===== config.mk =====
export PLATFORM = sky130hd
export DESIGN_NAME = ring_decoder
export DESIGN_NICKNAME = d
export VERILOG_FILES = /design/src/rtl/ring_decoder_pkg.sv /design/src/rtl/ring_decoder_onehot_enc.sv /design/src/rtl/ring_decoder.sv
export SDC_FILE = /design/constraint.sdc
export NUM_CORES = 1
export LEC_CHECK = 0
export BUFFER_PORTS_ARGS = -buffer_cell sky130_fd_sc_hd__buf_4
export CORE_MARGIN = 2
export CORE_UTILIZATION = 50
export DETAILED_ROUTE_END_ITERATION = 16
export GPL_TIMING_DRIVEN = 1
export PLACE_DENSITY = 0.76
export SYNTH_ARGS = -nofsm -noshare
export SYNTH_HDL_FRONTEND = slang
export SYNTH_SLANG_ARGS = --single-unit

===== constraint.sdc =====
create_clock -name clk -period 2 [get_ports clk]
set_clock_uncertainty 0.15 [all_clocks]
set_input_delay 0.4 -clock clk [delete_from_list [all_inputs] [get_ports clk]]
set_output_delay 0.4 -clock clk [all_outputs]
set_load 0.02 [all_outputs]

===== src/rtl/ring_decoder_pkg.sv =====
// Shared definitions for the ring_decoder slice: FSM state type,
// default ring width and the ring rotate-left helper.
package ring_pkg;

  typedef enum logic [1:0] {
    HUNT,
    TRACK,
    LOCKED
  } state_t;

  localparam int unsigned DEFAULT_WIDTH = 4;
  localparam int unsigned MAX_WIDTH     = 64;

  // Rotate the low w bits of v left by one; bits at and above w return 0.
  function automatic logic [MAX_WIDTH-1:0] rotl(input logic [MAX_WIDTH-1:0] v,
                                                input int unsigned w);
    logic [MAX_WIDTH-1:0] r;
    r = '0;
    for (int unsigned i = 1; i < MAX_WIDTH; i++) begin
      if (i < w) r[i] = v[i-1];
    end
    r[0] = v[w-1];
    return r;
  endfunction

endpackage


===== src/rtl/ring_decoder_onehot_enc.sv =====
// Combinational one-hot validator and binary encoder for a ring word.
module onehot_enc
  import ring_pkg::*;
#(
  parameter int unsigned WIDTH = DEFAULT_WIDTH,
  localparam int unsigned IDX_W = $clog2(WIDTH)
) (
  input  logic [WIDTH-1:0] word,
  output logic             is_onehot,
  output logic [IDX_W-1:0] idx
);

  // Exactly one bit set; idx is the position of the highest set bit.
  always_comb begin
    is_onehot = (word != '0) && ((word & (word - 1'b1)) == '0);
    idx       = '0;
    for (int unsigned i = 0; i < WIDTH; i++) begin
      if (word[i]) idx = IDX_W'(i);
    end
  end

endmodule


===== src/rtl/ring_decoder.sv =====
// Receive-side checker for a rotating one-hot ring-counter code.
// Validates one-hot, encodes the index, tracks rotate-left progression,
// locks after LOCK_CNT good steps and counts sequence errors.
// Optional: define RING_DEC_STICKY_ERR_EN to add the err_sticky output.
module ring_decoder
  import ring_pkg::*;
#(
  parameter int unsigned WIDTH     = DEFAULT_WIDTH,
  parameter int unsigned LOCK_CNT  = 3,
  parameter int unsigned ERR_CNT_W = 8,
  localparam int unsigned IDX_W    = $clog2(WIDTH)
) (
  input  logic                 clk,
  input  logic                 set,
  input  logic                 valid_in,
  input  logic [WIDTH-1:0]     ring_in,
  output logic [IDX_W-1:0]     index,
  output logic                 onehot_ok,
  output logic                 locked,
  output logic                 step_err,
  output logic                 wrap,
  output logic [ERR_CNT_W-1:0] err_count
`ifdef RING_DEC_STICKY_ERR_EN
  ,
  output logic                 err_sticky
`endif
);

  localparam int unsigned GOOD_W = $clog2(LOCK_CNT + 1);

  state_t              state, state_n;
  logic [GOOD_W-1:0]   good_cnt, good_cnt_n;
  logic [WIDTH-1:0]    prev, prev_n;
  logic                step_err_n, wrap_n;
  logic [ERR_CNT_W-1:0] err_count_n;

  logic                is_onehot;
  logic [IDX_W-1:0]    enc_idx;
  logic                match;

  onehot_enc #(.WIDTH(WIDTH)) u_enc (
    .word      (ring_in),
    .is_onehot (is_onehot),
    .idx       (enc_idx)
  );

  // Incoming word equals the rotate-left of the previous accepted word.
  always_comb begin
    match = (MAX_WIDTH'(ring_in) == rotl(MAX_WIDTH'(prev), WIDTH));
  end

  // Next-state, tracking counters and pulse outputs.
  always_comb begin
    state_n     = state;
    good_cnt_n  = good_cnt;
    prev_n      = prev;
    step_err_n  = 1'b0;
    wrap_n      = 1'b0;
    err_count_n = err_count;
    if (valid_in) begin
      unique case (state)
        HUNT: begin
          if (is_onehot) begin
            state_n    = TRACK;
            good_cnt_n = GOOD_W'(1);
            prev_n     = ring_in;
          end
        end
        TRACK: begin
          if (match) begin
            prev_n = ring_in;
            if (GOOD_W'(good_cnt + 1'b1) == GOOD_W'(LOCK_CNT)) begin
              state_n    = LOCKED;
              good_cnt_n = '0;
            end else begin
              good_cnt_n = GOOD_W'(good_cnt + 1'b1);
            end
          end else if (is_onehot) begin
            good_cnt_n = GOOD_W'(1);
            prev_n     = ring_in;
          end else begin
            state_n    = HUNT;
            good_cnt_n = '0;
          end
        end
        LOCKED: begin
          if (match) begin
            prev_n = ring_in;
            wrap_n = prev[WIDTH-1];
          end else begin
            step_err_n = 1'b1;
            state_n    = HUNT;
            good_cnt_n = '0;
            if (err_count != '1) err_count_n = err_count + 1'b1;
          end
        end
        default: state_n = HUNT;
      endcase
    end
  end

  // State and output registers; set overrides any valid sample.
  always_ff @(posedge clk) begin
    if (set) begin
      state     <= HUNT;
      good_cnt  <= '0;
      prev      <= '0;
      index     <= '0;
      onehot_ok <= 1'b0;
      locked    <= 1'b0;
      step_err  <= 1'b0;
      wrap      <= 1'b0;
      err_count <= '0;
    end else begin
      state     <= state_n;
      good_cnt  <= good_cnt_n;
      prev      <= prev_n;
      locked    <= (state_n == LOCKED);
      step_err  <= step_err_n;
      wrap      <= wrap_n;
      err_count <= err_count_n;
      if (valid_in) begin
        onehot_ok <= is_onehot;
        if (is_onehot) index <= enc_idx;
      end
    end
  end

`ifdef RING_DEC_STICKY_ERR_EN
  // Sticky error flag: set with any step_err, cleared only by set.
  always_ff @(posedge clk) begin
    if (set)             err_sticky <= 1'b0;
    else if (step_err_n) err_sticky <= 1'b1;
  end
`endif

endmodule


==> load_flow_metrics.sql <==
INSERT INTO impl_metrics (metric_group, metric, value, unit) VALUES
('logic_synthesis', 'synth-seq-area-share', '33.1', '%'),
('layout', 'design.final.nets', '201', ''),
('timing', 'period_share', '96.5', '%'),
('worst_hold_path', 'worst_hold_path_type', 'in2reg', ''),
('power', 'cellLeakagePower', '0.740', 'nW'),
('logic_synthesis', 'post_synth_instance_area', '0.00133', 'mm2'),
('detailed_routing', 'drt_first_pass_iters', '4', ''),
('logic_synthesis', 'ys_seq_elements', '22', ''),
('logic_synthesis', 'synth.cells.most_frequent', 'sky130_fd_sc_hd__dfxtp_1 (22), sky130_fd_sc_hd__nor2_1 (17), sky130_fd_sc_hd__nand2_1 (11), sky130_fd_sc_hd__xor2_1 (11), sky130_fd_sc_hd__a21oi_1 (10)', ''),
('placed_design', 'buffer_ports.inserted', '20', ''),
('detailed_routing', 'post_detailed_route_drc_marker_count', '0', ''),
('worst_setup_path', 'setup.reg_to_reg.worst_slack', '0.07', 'ns'),
('floorplan', 'die_width', '55.6', 'um'),
('floorplan', 'fp.coreArea', '0.00250', 'mm2'),
('logic_synthesis', 'synth.most_common_cell', 'sky130_fd_sc_hd__dfxtp_1', ''),
('timing', 'period_minus_slack', '1.93', 'ns'),
('clock_tree', 'cts_buffer_depth', '2', ''),
('global_route', 'grt.total_usage', '18.7', '%'),
('clock_tree', 'clock_root_cell', 'sky130_fd_sc_hd__clkbuf_4', ''),
('clock_tree', 'tritoncts_clock_tree', 'done', ''),
('worst_setup_path', 'rr_startpoint', 'prev[1]', ''),
('outcome', 'status', 'completed', ''),
('worst_setup_path', 'timing.rr.end', 'prev[0]', ''),
('power', 'p_switching', '0.257', 'mW'),
('placed_design', 'placement.cell_area', '0.00165', 'mm2'),
('power', 'power.clock.fraction', '33.7', '%'),
('power', 'vdd_ir_drop_max', '469', 'uV'),
('clock_tree', 'number_of_h_tree_branching_levels', '1', ''),
('power', 'pwr-share-comb', '20.2', '%'),
('logic_synthesis', 'synth.area.top_cells', 'sky130_fd_sc_hd__dfxtp_1 (33%), sky130_fd_sc_hd__xor2_1 (7.2%), sky130_fd_sc_hd__nor2_1 (4.8%)', ''),
('power', 'power_report.internal_total', '0.755', 'mW'),
('power', 'powerDensity', '577', 'mW/mm2'),
('logic_synthesis', 'ys.warnings.count', '0', ''),
('clock_tree', 'cts-buffers-inserted', '3', ''),
('logic_synthesis', 'synth_nets', '160', ''),
('logic_synthesis', 'postSynthCellCount', '148', ''),
('logic_synthesis', 'synth_top_area_share', '33.1', '%'),
('worst_setup_path', 'crit_arrival', '1.99', 'ns'),
('layout', 'layout-area-overhead-vs-synth', '31.6', '%'),
('detailed_routing', 'mean_number_of_vias_per_cell', '5.56', ''),
('logic_synthesis', 'share_of_flip_flops_with_an_asynchronous_set_or_reset', '0', '%'),
('clock_tree', 'postCtsHoldBufs', '0', ''),
('timing', 'max_freq', '518', 'MHz'),
('worst_hold_path', 'worstHoldEndpoint', 'onehot_ok', ''),
('global_route', 'antenna_violations_before_repair', '0', ''),
('logic_synthesis', 'synth_top_flop_cell', 'sky130_fd_sc_hd__dfxtp_1', ''),
('layout', 'design_area', '0.00175', 'mm2'),
('floorplan', 'placementRows', '18', ''),
('placed_design', 'dpl.hpwl', '2.11', 'mm'),
('timing', 'setup_total_negative_slack', '0', 'ns'),
('run', 'max_cap_violations', '0', ''),
('logic_synthesis', 'synth_cell_types', '38', ''),
('global_route', 'first_global_vias', '1138', ''),
('worst_setup_path', 'crit_required', '2.06', 'ns'),
('logic_synthesis', 'synth-edff-count', '0', ''),
('layout', 'n_antenna_cell', '0', ''),
('worst_setup_path', 'worst_setup_path_start', 'prev[1]', ''),
('global_route', 'grt_pass1_wl', '4.80', 'mm'),
('global_route', 'grt_max_degree', '26', ''),
('worst_setup_path', 'timing.reg2reg.worst_path_depth', '7', ''),
('detailed_routing', 'detailedRoute.firstIterationViolations', '19', ''),
('worst_setup_path', 'crit_type', 'reg2reg', ''),
('worst_setup_path', 'critical_path.max_stage_delay', '0.37', 'ns'),
('clock_tree', 'clock_sinks', '22', ''),
('power', 'power.share.switching', '25.4', '%'),
('global_route', 'globalRouteOverflowTotal', '0', ''),
('worst_setup_path', 'critical_path.max_fanout', '9', ''),
('floorplan', 'top_level_ports', '21', ''),
('floorplan', 'initial_standard_cell_utilization_of_the_core', '53.3', '%'),
('timing', 'grt_setup_unrepaired', 'true', ''),
('detailed_routing', 'route.vias.total', '1211', '');
cells in the final DEF (no fill, tap or decap), types with 2 or more instances in the layout:
| master | n |
|---|---|
| sky130_fd_sc_hd__ha_1 | 4 |
| sky130_fd_sc_hd__a211oi_1 | 4 |
| sky130_fd_sc_hd__nor4b_1 | 2 |
| sky130_fd_sc_hd__nor3_1 | 6 |
| sky130_fd_sc_hd__mux2i_1 | 6 |
| sky130_fd_sc_hd__a221oi_1 | 2 |
| sky130_fd_sc_hd__o32ai_1 | 3 |
| sky130_fd_sc_hd__nor4b_2 | 2 |
| sky130_fd_sc_hd__buf_4 | 42 |
| sky130_fd_sc_hd__clkbuf_4 | 3 |
| sky130_fd_sc_hd__nand2_1 | 11 |
| sky130_fd_sc_hd__dfxtp_2 | 3 |
| sky130_fd_sc_hd__nor2_1 | 17 |
| sky130_fd_sc_hd__or3_1 | 2 |
| sky130_fd_sc_hd__xor2_2 | 4 |
| sky130_fd_sc_hd__inv_2 | 2 |
| sky130_fd_sc_hd__and3_1 | 3 |
| sky130_fd_sc_hd__nand4_1 | 4 |
| sky130_fd_sc_hd__a21oi_1 | 10 |
| sky130_fd_sc_hd__xor2_1 | 8 |
| sky130_fd_sc_hd__dfxtp_1 | 19 |
| sky130_fd_sc_hd__nand2b_1 | 7 |
| sky130_fd_sc_hd__o21ai_0 | 3 |
| sky130_fd_sc_hd__inv_1 | 2 |
power by group through the flow:
stage | Combinational (mW) | Sequential (mW) | Clock [mW]
2_1_floorplan | 0.124 | 0.475 | 0
3_3_place_gp | 0.192 | 0.472 | 0
3_5_place_dp | 0.196 | 0.473 | 0
4_1_cts | 0.197 | 0.463 | 0.355
5_1_grt | 0.224 | 0.468 | 0.369
6_report | 0.205 | 0.466 | 0.341
state kept, by name (all words and copies together), names as in the netlist:
signal / cells
step_err: 1
state: 2
onehot_ok: 1
err_count: 8
wrap: 1
index: 2
good_cnt: 2
locked: 1
prev: 4
critical path, delay by kind of cell (launching register included):
family	cells	cell delay, ns
AO/OA/AOI/OAI	2	0.39
XOR/XNOR	1	0.19
buffers and inverters	1	0.17
flip-flops	1	0.37
AND/OR/NAND/NOR	3	0.55
how the worst max path moves through the flow:
stage,slack [ns],end,depth (start not counted)
floorplan,0.0005,locked,8
global placement,-0.11,good_cnt[1],7
detailed placement,-0.19,good_cnt[1],7
CTS,0.01,good_cnt[1],7
global route,-0.06,prev[1],7
finish,0.07,prev[0],7
per-stage QoR:
stage | hold slack, ns | worst slack (ns) | cells | total power [mW] | utilization [%]
3_3_place_gp | 0.334 | -0.115 | 213 | 0.664 | 66.2
5_1_grt | 0.197 | -0.0627 | 218 | 1.06 | 70.1
2_1_floorplan | 0.307 | 0.000501 | 148 | 0.600 | -
3_5_place_dp | 0.346 | -0.188 | 213 | 0.669 | 66.2
6_report | 0.200 | 0.0698 | 218 | 1.01 | 70.1
4_1_cts | 0.177 | 0.00985 | 217 | 1.02 | 68.3
repair_timing:
action                     4_1_cts  5_1_grt
setup buffers                    0        1
resized for setup                0       10
setup endpoints to repair        0        8
logic make-up (layout without fill, tap and decap cells):
group | count (synthesis) | in the layout | synth area share (%)
simple gates | 58 | 58 | 24.5
compound gates | 32 | 32 | 18.3
flops | 22 | 22 | 33.1
xor+xnor | 13 | 13 | 9.12
buf+inv | 12 | 52 | 5.73
mux | 6 | 6 | 4.51
fa+ha+maj | 5 | 5 | 4.70
final cells by class:
type | instances | area [um2]
multi-input cells | 114 | 856
flip-flops and latches | 22 | 444
fillers | 193 | 748
inverters | 4 | 15.0
clock inverters | 1 | 30.0
well taps | 30 | 37.5
clock buffers | 3 | 22.5
repair buffers | 44 | 347
per-layer routing:
layer / track usage [%] / routed length [um] / vias up
li1: - / - / 615
met1: 24.1 / 1310 / 574
met2: 32.1 / 1390 / 22
met3: 3.72 / 108 / 0
met4: 4.18 / 0 / 0
met5: 0 / 0 / -
Note: power is estimated with default switching activity, not from simulation.
